**config.mk**
```make
export PLATFORM = sky130hd
export DESIGN_NAME = cordic_angle_prep_flat
export DESIGN_NICKNAME = d
export VERILOG_FILES = /design/src/rtl/cordic_angle_prep_if.sv /design/src/rtl/cordic_angle_prep.sv /design/src/flat_wrapper.sv
export SDC_FILE = /design/constraint.sdc
export NUM_CORES = 1
export LEC_CHECK = 0
export ABC_AREA = 1
export BUFFER_PORTS_ARGS = -buffer_cell sky130_fd_sc_hd__clkbuf_2
export CORE_ASPECT_RATIO = 1.75
export CORE_MARGIN = 2
export CORE_UTILIZATION = 35
export DETAILED_ROUTE_END_ITERATION = 8
export PLACE_DENSITY = 0.56
export SYNTH_ARGS = -nofsm -noshare
export SYNTH_HDL_FRONTEND = slang
export SYNTH_SLANG_ARGS = --single-unit
```
**constraint.sdc**
```tcl
create_clock -name clk -period 3 [get_ports clk]
set_input_delay 0.3 -clock clk [delete_from_list [all_inputs] [get_ports clk]]
set_output_delay 0.3 -clock clk [all_outputs]
set_load 0.005 [all_outputs]
```
**src/rtl/cordic_angle_prep_if.sv**
```systemverilog
// Request/response bundle between the angle source and the CORDIC front-end.
// The master drives the angle request and the seed acknowledge.
// The slave (the front-end) returns status and the seed vector.
interface cordic_angle_prep_if #(
  parameter int DATA_WIDTH = 20,
  parameter int PHI_WIDTH  = 22
);
  logic                  start_in;
  logic [PHI_WIDTH-2:0]  angle_in;
  logic                  out_ack;
  logic                  busy;
  logic                  rst_step;
  logic                  enable;
  logic                  data_out;
  logic [DATA_WIDTH-1:0] X_out;
  logic [DATA_WIDTH-1:0] Y_out;
  logic [PHI_WIDTH-1:0]  phi_veer_out;
  logic [1:0]            quarter_out;

  modport master (
    output start_in, angle_in, out_ack,
    input  busy, rst_step, enable, data_out, X_out, Y_out, phi_veer_out, quarter_out
  );

  modport slave (
    input  start_in, angle_in, out_ack,
    output busy, rst_step, enable, data_out, X_out, Y_out, phi_veer_out, quarter_out
  );
endinterface

```
**src/rtl/cordic_angle_prep.sv**
```systemverilog
// CORDIC front-end: reduces an angle in degrees to a first-quadrant residual
// plus a quarter code. It then presents the X=K, Y=0 seed vector to the
// first iteration stage.
//
// state | meaning
// ------+------------------------------------------------------------
// IDLE  | waiting for start_in; outputs hold the last result
// WRAP  | one conditional subtraction of 360 deg (input < 512 deg)
// QUAD  | strip 90 deg per cycle, counting quarters, until acc < 90
// OUT   | seed vector valid, waiting for out_ack
module cordic_angle_prep #(
  parameter int DATA_WIDTH = 20,
  parameter int DATA_FRAC  = 18,
  parameter int PHI_WIDTH  = 22,
  parameter int PHI_FRAC   = 12
) (
  input  logic                 clk,
  input  logic                 rst,
  cordic_angle_prep_if.slave   bus
);

  localparam int MAG_W = PHI_WIDTH - 1;

  localparam logic [MAG_W-1:0] FULL_TURN    = MAG_W'(360 << PHI_FRAC);
  localparam logic [MAG_W-1:0] QUARTER_TURN = MAG_W'(90 << PHI_FRAC);

  // CORDIC gain compensation, rounded to nearest in the X/Y fixed-point format.
  localparam real              K_REAL = 0.6072529350 * (2.0 ** DATA_FRAC);
  localparam logic [DATA_WIDTH-1:0] K_SEED = DATA_WIDTH'($rtoi(K_REAL + 0.5));

  typedef enum logic [1:0] {
    IDLE = 2'd0,
    WRAP = 2'd1,
    QUAD = 2'd2,
    OUT  = 2'd3
  } state_t;

  state_t                state_q, state_d;
  logic [MAG_W-1:0]      acc_q, acc_d;
  logic [1:0]            q_q, q_d;
  logic                  busy_q, busy_d;
  logic                  rst_step_q, rst_step_d;
  logic                  data_q, data_d;
  logic [DATA_WIDTH-1:0] x_q, x_d;
  logic [DATA_WIDTH-1:0] y_q, y_d;
  logic [PHI_WIDTH-1:0]  phi_q, phi_d;
  logic [1:0]            quarter_q, quarter_d;

  // Next-state and next-output logic; every output is registered below.
  always_comb begin
    state_d    = state_q;
    acc_d      = acc_q;
    q_d        = q_q;
    rst_step_d = 1'b0;
    data_d     = data_q;
    x_d        = x_q;
    y_d        = y_q;
    phi_d      = phi_q;
    quarter_d  = quarter_q;

    case (state_q)
      IDLE: begin
        if (bus.start_in) begin
          acc_d      = bus.angle_in;
          q_d        = 2'd0;
          rst_step_d = 1'b1;
          state_d    = WRAP;
        end
      end
      WRAP: begin
        if (acc_q >= FULL_TURN) begin
          acc_d = acc_q - FULL_TURN;
        end
        state_d = QUAD;
      end
      QUAD: begin
        if (acc_q >= QUARTER_TURN) begin
          acc_d = acc_q - QUARTER_TURN;
          q_d   = q_q + 2'd1;
        end else begin
          phi_d     = {1'b0, acc_q};
          quarter_d = q_q;
          x_d       = K_SEED;
          y_d       = '0;
          data_d    = 1'b1;
          state_d   = OUT;
        end
      end
      OUT: begin
        // A simultaneous start is dropped: only IDLE looks at start_in.
        if (bus.out_ack) begin
          data_d  = 1'b0;
          state_d = IDLE;
        end
      end
      default: state_d = IDLE;
    endcase

    busy_d = (state_d != IDLE);
  end

  // State and output registers with synchronous active-low reset.
  always_ff @(posedge clk) begin
    if (!rst) begin
      state_q    <= IDLE;
      acc_q      <= '0;
      q_q        <= 2'd0;
      busy_q     <= 1'b0;
      rst_step_q <= 1'b0;
      data_q     <= 1'b0;
      x_q        <= '0;
      y_q        <= '0;
      phi_q      <= '0;
      quarter_q  <= 2'd0;
    end else begin
      state_q    <= state_d;
      acc_q      <= acc_d;
      q_q        <= q_d;
      busy_q     <= busy_d;
      rst_step_q <= rst_step_d;
      data_q     <= data_d;
      x_q        <= x_d;
      y_q        <= y_d;
      phi_q      <= phi_d;
      quarter_q  <= quarter_d;
    end
  end

  assign bus.busy         = busy_q;
  assign bus.rst_step     = rst_step_q;
  assign bus.data_out     = data_q;
  assign bus.enable       = data_q;
  assign bus.X_out        = x_q;
  assign bus.Y_out        = y_q;
  assign bus.phi_veer_out = phi_q;
  assign bus.quarter_out  = quarter_q;

endmodule

```
**src/flat_wrapper.sv**
```systemverilog
// flat-port wrapper written by rule: the top's interface ports become plain ports
module cordic_angle_prep_flat 
#(
  parameter int DATA_WIDTH = 20,
  parameter int DATA_FRAC  = 18,
  parameter int PHI_WIDTH  = 22,
  parameter int PHI_FRAC   = 12
)
  (clk, rst, bus_start_in, bus_angle_in, bus_out_ack, bus_busy, bus_rst_step, bus_enable, bus_data_out, bus_X_out, bus_Y_out, bus_phi_veer_out, bus_quarter_out);
  cordic_angle_prep_if #(.DATA_WIDTH(DATA_WIDTH), .PHI_WIDTH(PHI_WIDTH)) bus_i ();
  input  logic clk;
  input  logic rst;
  input wire logic [$bits(bus_i.start_in)-1:0] bus_start_in;
  input wire logic [$bits(bus_i.angle_in)-1:0] bus_angle_in;
  input wire logic [$bits(bus_i.out_ack)-1:0] bus_out_ack;
  output wire logic [$bits(bus_i.busy)-1:0] bus_busy;
  output wire logic [$bits(bus_i.rst_step)-1:0] bus_rst_step;
  output wire logic [$bits(bus_i.enable)-1:0] bus_enable;
  output wire logic [$bits(bus_i.data_out)-1:0] bus_data_out;
  output wire logic [$bits(bus_i.X_out)-1:0] bus_X_out;
  output wire logic [$bits(bus_i.Y_out)-1:0] bus_Y_out;
  output wire logic [$bits(bus_i.phi_veer_out)-1:0] bus_phi_veer_out;
  output wire logic [$bits(bus_i.quarter_out)-1:0] bus_quarter_out;
  assign bus_i.start_in = bus_start_in;
  assign bus_i.angle_in = bus_angle_in;
  assign bus_i.out_ack = bus_out_ack;
  assign bus_busy = bus_i.busy;
  assign bus_rst_step = bus_i.rst_step;
  assign bus_enable = bus_i.enable;
  assign bus_data_out = bus_i.data_out;
  assign bus_X_out = bus_i.X_out;
  assign bus_Y_out = bus_i.Y_out;
  assign bus_phi_veer_out = bus_i.phi_veer_out;
  assign bus_quarter_out = bus_i.quarter_out;
  cordic_angle_prep #(.DATA_WIDTH(DATA_WIDTH), .DATA_FRAC(DATA_FRAC), .PHI_WIDTH(PHI_WIDTH), .PHI_FRAC(PHI_FRAC)) u_core (.clk(clk), .rst(rst), .bus(bus_i));
endmodule
```
# ---- Yosys cells after proc, flatten, opt, wreduce, memory -nomap -nowiden
# Cells that the tools add are included.
dict set report word_totals {
  ff_bits 52
  in_bits 25
  output_inout_bits 68
}
dict set report classes {
  add_sub_neg 3
  mux 15
  n_lt_le_gt_ge 2
  n_reduce_logical 10
  bitwise_logic 1
  eq_ne 8
}
# cell count
set ops {}
lappend ops {{$mux W21} 3}
lappend ops {{$pmux W21 S3} 1}
lappend ops {{$ge A21 B19 Y1 const B} 1}
lappend ops {{$ge A21 B21 Y1 const B} 1}
lappend ops {{$sub A21 B19 Y21 const B} 1}
lappend ops {{$sub A21 B21 Y21 const B} 1}
lappend ops {{$mux W2} 5}
lappend ops {{$pmux W2 S4} 1}
lappend ops {{$ne A2 B2 Y1 const B} 3}
lappend ops {{$reduce_and A3 Y1} 2}
lappend ops {{$reduce_bool A2 Y1} 3}
lappend ops {{$eq A2 B2 Y1 const B} 2}
lappend ops {{$ne A2 B1 Y1 const B} 2}
lappend ops {{$pmux W2 S2} 1}
lappend ops {{$reduce_and A2 Y1} 2}
lappend ops {{$reduce_and A4 Y1} 1}
lappend ops {{$mux W1} 3}
lappend ops {{$reduce_bool A3 Y1} 1}
lappend ops {{$add A2 B1 Y2 const B} 1}
lappend ops {{$eq A2 B1 Y1 const B} 1}
lappend ops {{$logic_not A2 Y1} 1}
lappend ops {{$pmux W1 S2} 1}
lappend ops {{$not A1 Y1} 1}

# ---- Logic depth before layout (Yosys ltp)
dict set report depth {
  word_depth 4
  mapped_depth 12
  ltp_nobuf 12
}

# ---- Least setup slack after synthesis
# Ideal clock, no wire load.
dict set report synth_path {
  kind {register to register}
  from {reg u_core.acc_q[13]}
  to {reg u_core.acc_q[8]}
  period_less_slack_ps 1716
  path_slack_ps 1284
  t_arrival_ps 1580
  stages_incl_launch_ff 12
  cell_sequence {dfxtp_1 inv_1 ha_1 inv_1 nand3_2 nor2_1 nor2_4 a21oi_4 nand2_4 buf_12 nand2_2 a21oi_2}
}
dict set report synth_between {
  elab_chain_cells 3
  elab_cells_between_ends 5
}
# item line_no
set synth_rtl {}
lappend synth_rtl {{start, declared} cordic_angle_prep.sv:39} ;# logic [MAG_W-1:0] acc_q, acc_d;
lappend synth_rtl {{start signal, assigned} cordic_angle_prep.sv:106} ;# acc_q <= '0;
lappend synth_rtl {{start signal, assigned} cordic_angle_prep.sv:117} ;# acc_q <= acc_d;
lappend synth_rtl {{$ge A21 B21 Y1 or $ge A21 B19 Y1 (tied branches)} {cordic_angle_prep.sv:71, cordic_angle_prep.sv:77}}
lappend synth_rtl {{$ne A2 B1 Y1 (no line)} --}
lappend synth_rtl {{$reduce_and A4 Y1 (no line) *} --}
# Mark *: on every way between the ends. The rest lies on a longest branch, timed or not.
# A chain may end at the register's enable or synchronous reset.

# ---- Worst setup path in the final report
dict set report layout_path {
  from {reg u_core.state_q[0]}
  to {reg u_core.acc_q[18]}
}
dict set report layout_between {
  elab_chain_cells 3
  elab_cells_between_ends 9
}
# item line_no
set layout_rtl {}
lappend layout_rtl {{start, declared} cordic_angle_prep.sv:38} ;# state_t state_q, state_d;
lappend layout_rtl {{start signal, assigned} cordic_angle_prep.sv:116} ;# state_q <= state_d;
lappend layout_rtl {{$eq A2 B1 Y1, or another cell as far along} cordic_angle_prep.sv:61} ;# case (state_q)
lappend layout_rtl {{$ne A2 B1 Y1 (no line), or another cell as far along} --}
lappend layout_rtl {{$reduce_and A4 Y1 (no line)} --}
# Parallel ways exist; a longest one is shown, timed or not.

==> impl_metrics.ini <==
[setup_path]
crit_path_cell_trace = inv_1, ha_1, clkinv_1, nor2_1, nand2_1, nand2_1, nand3_1, nand2_1, nor2_1
crit_required_ns = 3.20
path_common_cell = nand2_1
crit_buf_inv = 2
worstSetupPathType = register to register
endpoint_kind = register
crit_fanout = 18
cp_slowest_stage_delay_ns = 0.54
cpLargestDelayFamily = buffers and inverters
start_kind = register
cp.arrival_ns = 2.41
cpMaxStageDelayCell = clkinv_1

[grt]
grt_start_max_net_pins = 38
grtUsageMet2 = 0.3137
grt_pass1_wl_um = 12190
grt_pass1_vias = 2486
grt_use_met3 = 0.02516
overflow = 0
grt-busiest-layer = met2
grt_util_met1 = 0.1764
grt_util_all_layers = 0.1682
antenna_found_initial = 0

[cells_and_area]
postLayoutCellArea_um2 = 3363
final_common_cell = nor2_1
final_cell_mix = nor2_1, clkbuf_2, nand2_1, dfxtp_1, conb_1
syn_to_final_growth_pct = 9.446
final_util = 0.3904
layout.nets = 489
antenna_cells = 0
drive_above_1_share = 0.2544

[detailed_routing]
initialDrtViolationCount = 177
vias = 2652
routedWlPerCell_um = 13.49
wl_um = 7727
drt-pass1-iter-count = 4
avgViaCountPerCell = 4.628
drc = 0
antenna_left = 0

[cts]
clk_latency_ns = 0.30
cts_buffer_depth = 2
cts.sinks = 52
cts_tree = done
post_cts_buffers = 0
numCtsBuffers = 5
cts_root_buffer = clkbuf_16
clk_pin_slew_ns = 0.07
htreeDepth = 2
ctsResizeCount = 0
hold_buffers = 0

[sta]
tightest_slew_ns = 0.8202
rsz0062_at_grt = no
fmax_mhz = 453.1
period_needed_ns = 2.207
fin_crit_sh = 0.7357
fin_tns_setup_ns = 0
fin_skew_ns = 0.005778
maxSlewViolCount = 0
setup_violations = 0
hold_viol = 0
slew_headroom = 0.4526

[floorplanning]
start_util = 0.3567
die_h_um = 128.0
die_x_um = 74.83
die_area_um2 = 9575
ios = 93
core_area_um2 = 8615
core.rowCount = 45

[run]
drv_cap = 0

[pwr]
p_leak_nw = 1.570
p_per_area_nw_per_um2 = 675.2
ir_drop_mv = 0.3262

[place]
place_area_um2 = 3196
routabilityCongestion = 0.9055
port_buffers = 61
dp_hpwl_um = 5974

[yosys]
yosys_warnings = 0
ys_seq_elements = 52
synth-seq-area-share = 0.3388
syn_area_per_cell_um2 = 7.405
syn_area_um2 = 3073
synth.distinct_cells = 35
netlist_instances = 415

[run_status]
outcome = completed

[min_path]
hp-class = input pin to register
==> where the power goes <==
group | total, mW | internal (mW) | switching, mW
clock network | 0.667 | 0.398 | 0.269
registers | 0.886 | 0.780 | 0.106
logic | 0.718 | 0.242 | 0.476
==> worst paths after layout <==
check / startpoint / endpoint / slack, ns / cells after the start
min reg2reg: u_core.bus.phi_veer_out[20]$_SDFFE_PN0P_ / u_core.bus.phi_veer_out[20]$_SDFFE_PN0P_ / 0.43 / 2
min: bus_angle_in[3] / u_core.acc_q[3]$_SDFFE_PN0P_ / 0.26 / 3
max reg2reg: u_core.state_q[0]$_SDFF_PN0_ / u_core.acc_q[18]$_SDFFE_PN0P_ / 0.79 / 9
max: u_core.state_q[0]$_SDFF_PN0_ / u_core.acc_q[18]$_SDFFE_PN0P_ / 0.79 / 9
==> per-stage QoR <==
stage | cells | hold slack, ns | setup WS [ns] | power (mW)
floorplan | 445 | 0.4138 | 1.284 | 1.491
global placement | 565 | 0.4246 | 0.7700 | 1.621
detailed placement | 565 | 0.4285 | 0.7888 | 1.619
CTS | 573 | 0.2568 | 0.7721 | 2.286
global route | 573 | 0.2702 | 0.5633 | 2.419
finish | 573 | 0.2582 | 0.7930 | 2.271
==> state kept, by name (all words and copies together) (netlist names) <==
| name | cells |
|---|---|
| u_core.state_q | 2 |
| u_core.bus.data_out | 1 |
| u_core.bus.phi_veer_out | 21 |
| u_core.acc_q | 21 |
| u_core.bus.busy | 1 |
| u_core.bus.rst_step | 1 |
| u_core.q_q | 2 |
| u_core.bus.X_out | 1 |
| u_core.bus.quarter_out | 2 |
==> cell usage after synthesis <==
cell type	n	area (um^2)
o21ai_0	25	125.1
nand2_2	12	75.07
dfxtp_1	52	1041
buf_2	2	10.01
buf_6	4	45.04
nor2_2	2	12.51
nor3_1	2	10.01
o21ai_2	2	17.52
clkbuf_1	7	26.28
nand2_4	2	22.52
nand2_1	60	225.2
inv_2	1	3.750
o2111ai_1	1	8.760
buf_4	42	315.3
a21oi_4	1	16.27
o211ai_1	2	15.01
nand4_1	18	112.6
clkinv_1	1	3.750
inv_4	1	6.260
a21oi_1	18	90.09
o22ai_1	2	12.51
inv_1	30	112.6
inv_6	2	17.52
a21oi_2	16	140.1
nor2_1	65	244.0
ha_1	9	112.6
nor3_4	1	16.27
conb_1	1	3.750
buf_12	2	40.04
nor2_4	2	22.52
nand3_1	19	95.09
clkbuf_2	1	5.000
nand3_2	3	30.03
o21ai_1	4	20.02
or2_2	3	18.77
==> per-layer routing <==
metal / vias up / share of wire
met3: 14 / 0.044
li1: 1352 / -
met2: 83 / 0.57
met1: 1203 / 0.36
met5: - / 0
met4: 0 / 0.029
==> tightest hold or removal path: cells and delay by family <==
| family | cells | cell delay, ns |
|---|---|---|
| AO/OA/AOI/OAI | 1 | 0.05 |
| buffers and inverters | 1 | 0.08 |
| AND/OR/NAND/NOR | 1 | 0.09 |
==> cell families (layout without fill, tap and decap cells) <==
kind of cell / Yosys count / count (layout) / share of synthesized area
compound gates: 71 / 71 / 0.1450
fa+ha+maj: 9 / 9 / 0.03665
buf+inv: 93 / 104 / 0.1906
flops: 52 / 52 / 0.3388
other cells: 1 / 31 / 0.001220
simple gates: 189 / 189 / 0.2879
==> area by class of cell <==
class                      count  area [um^2]
fill                         932         5251
clock buffer                   6        128.9
tap                          117        146.4
inverter                      35        143.9
multi-input combinational    300         1559
timing repair buffer          61        305.3
sequential                    52         1041
clock inverter                 2        38.79
Power figures use the tool's default switching activity.
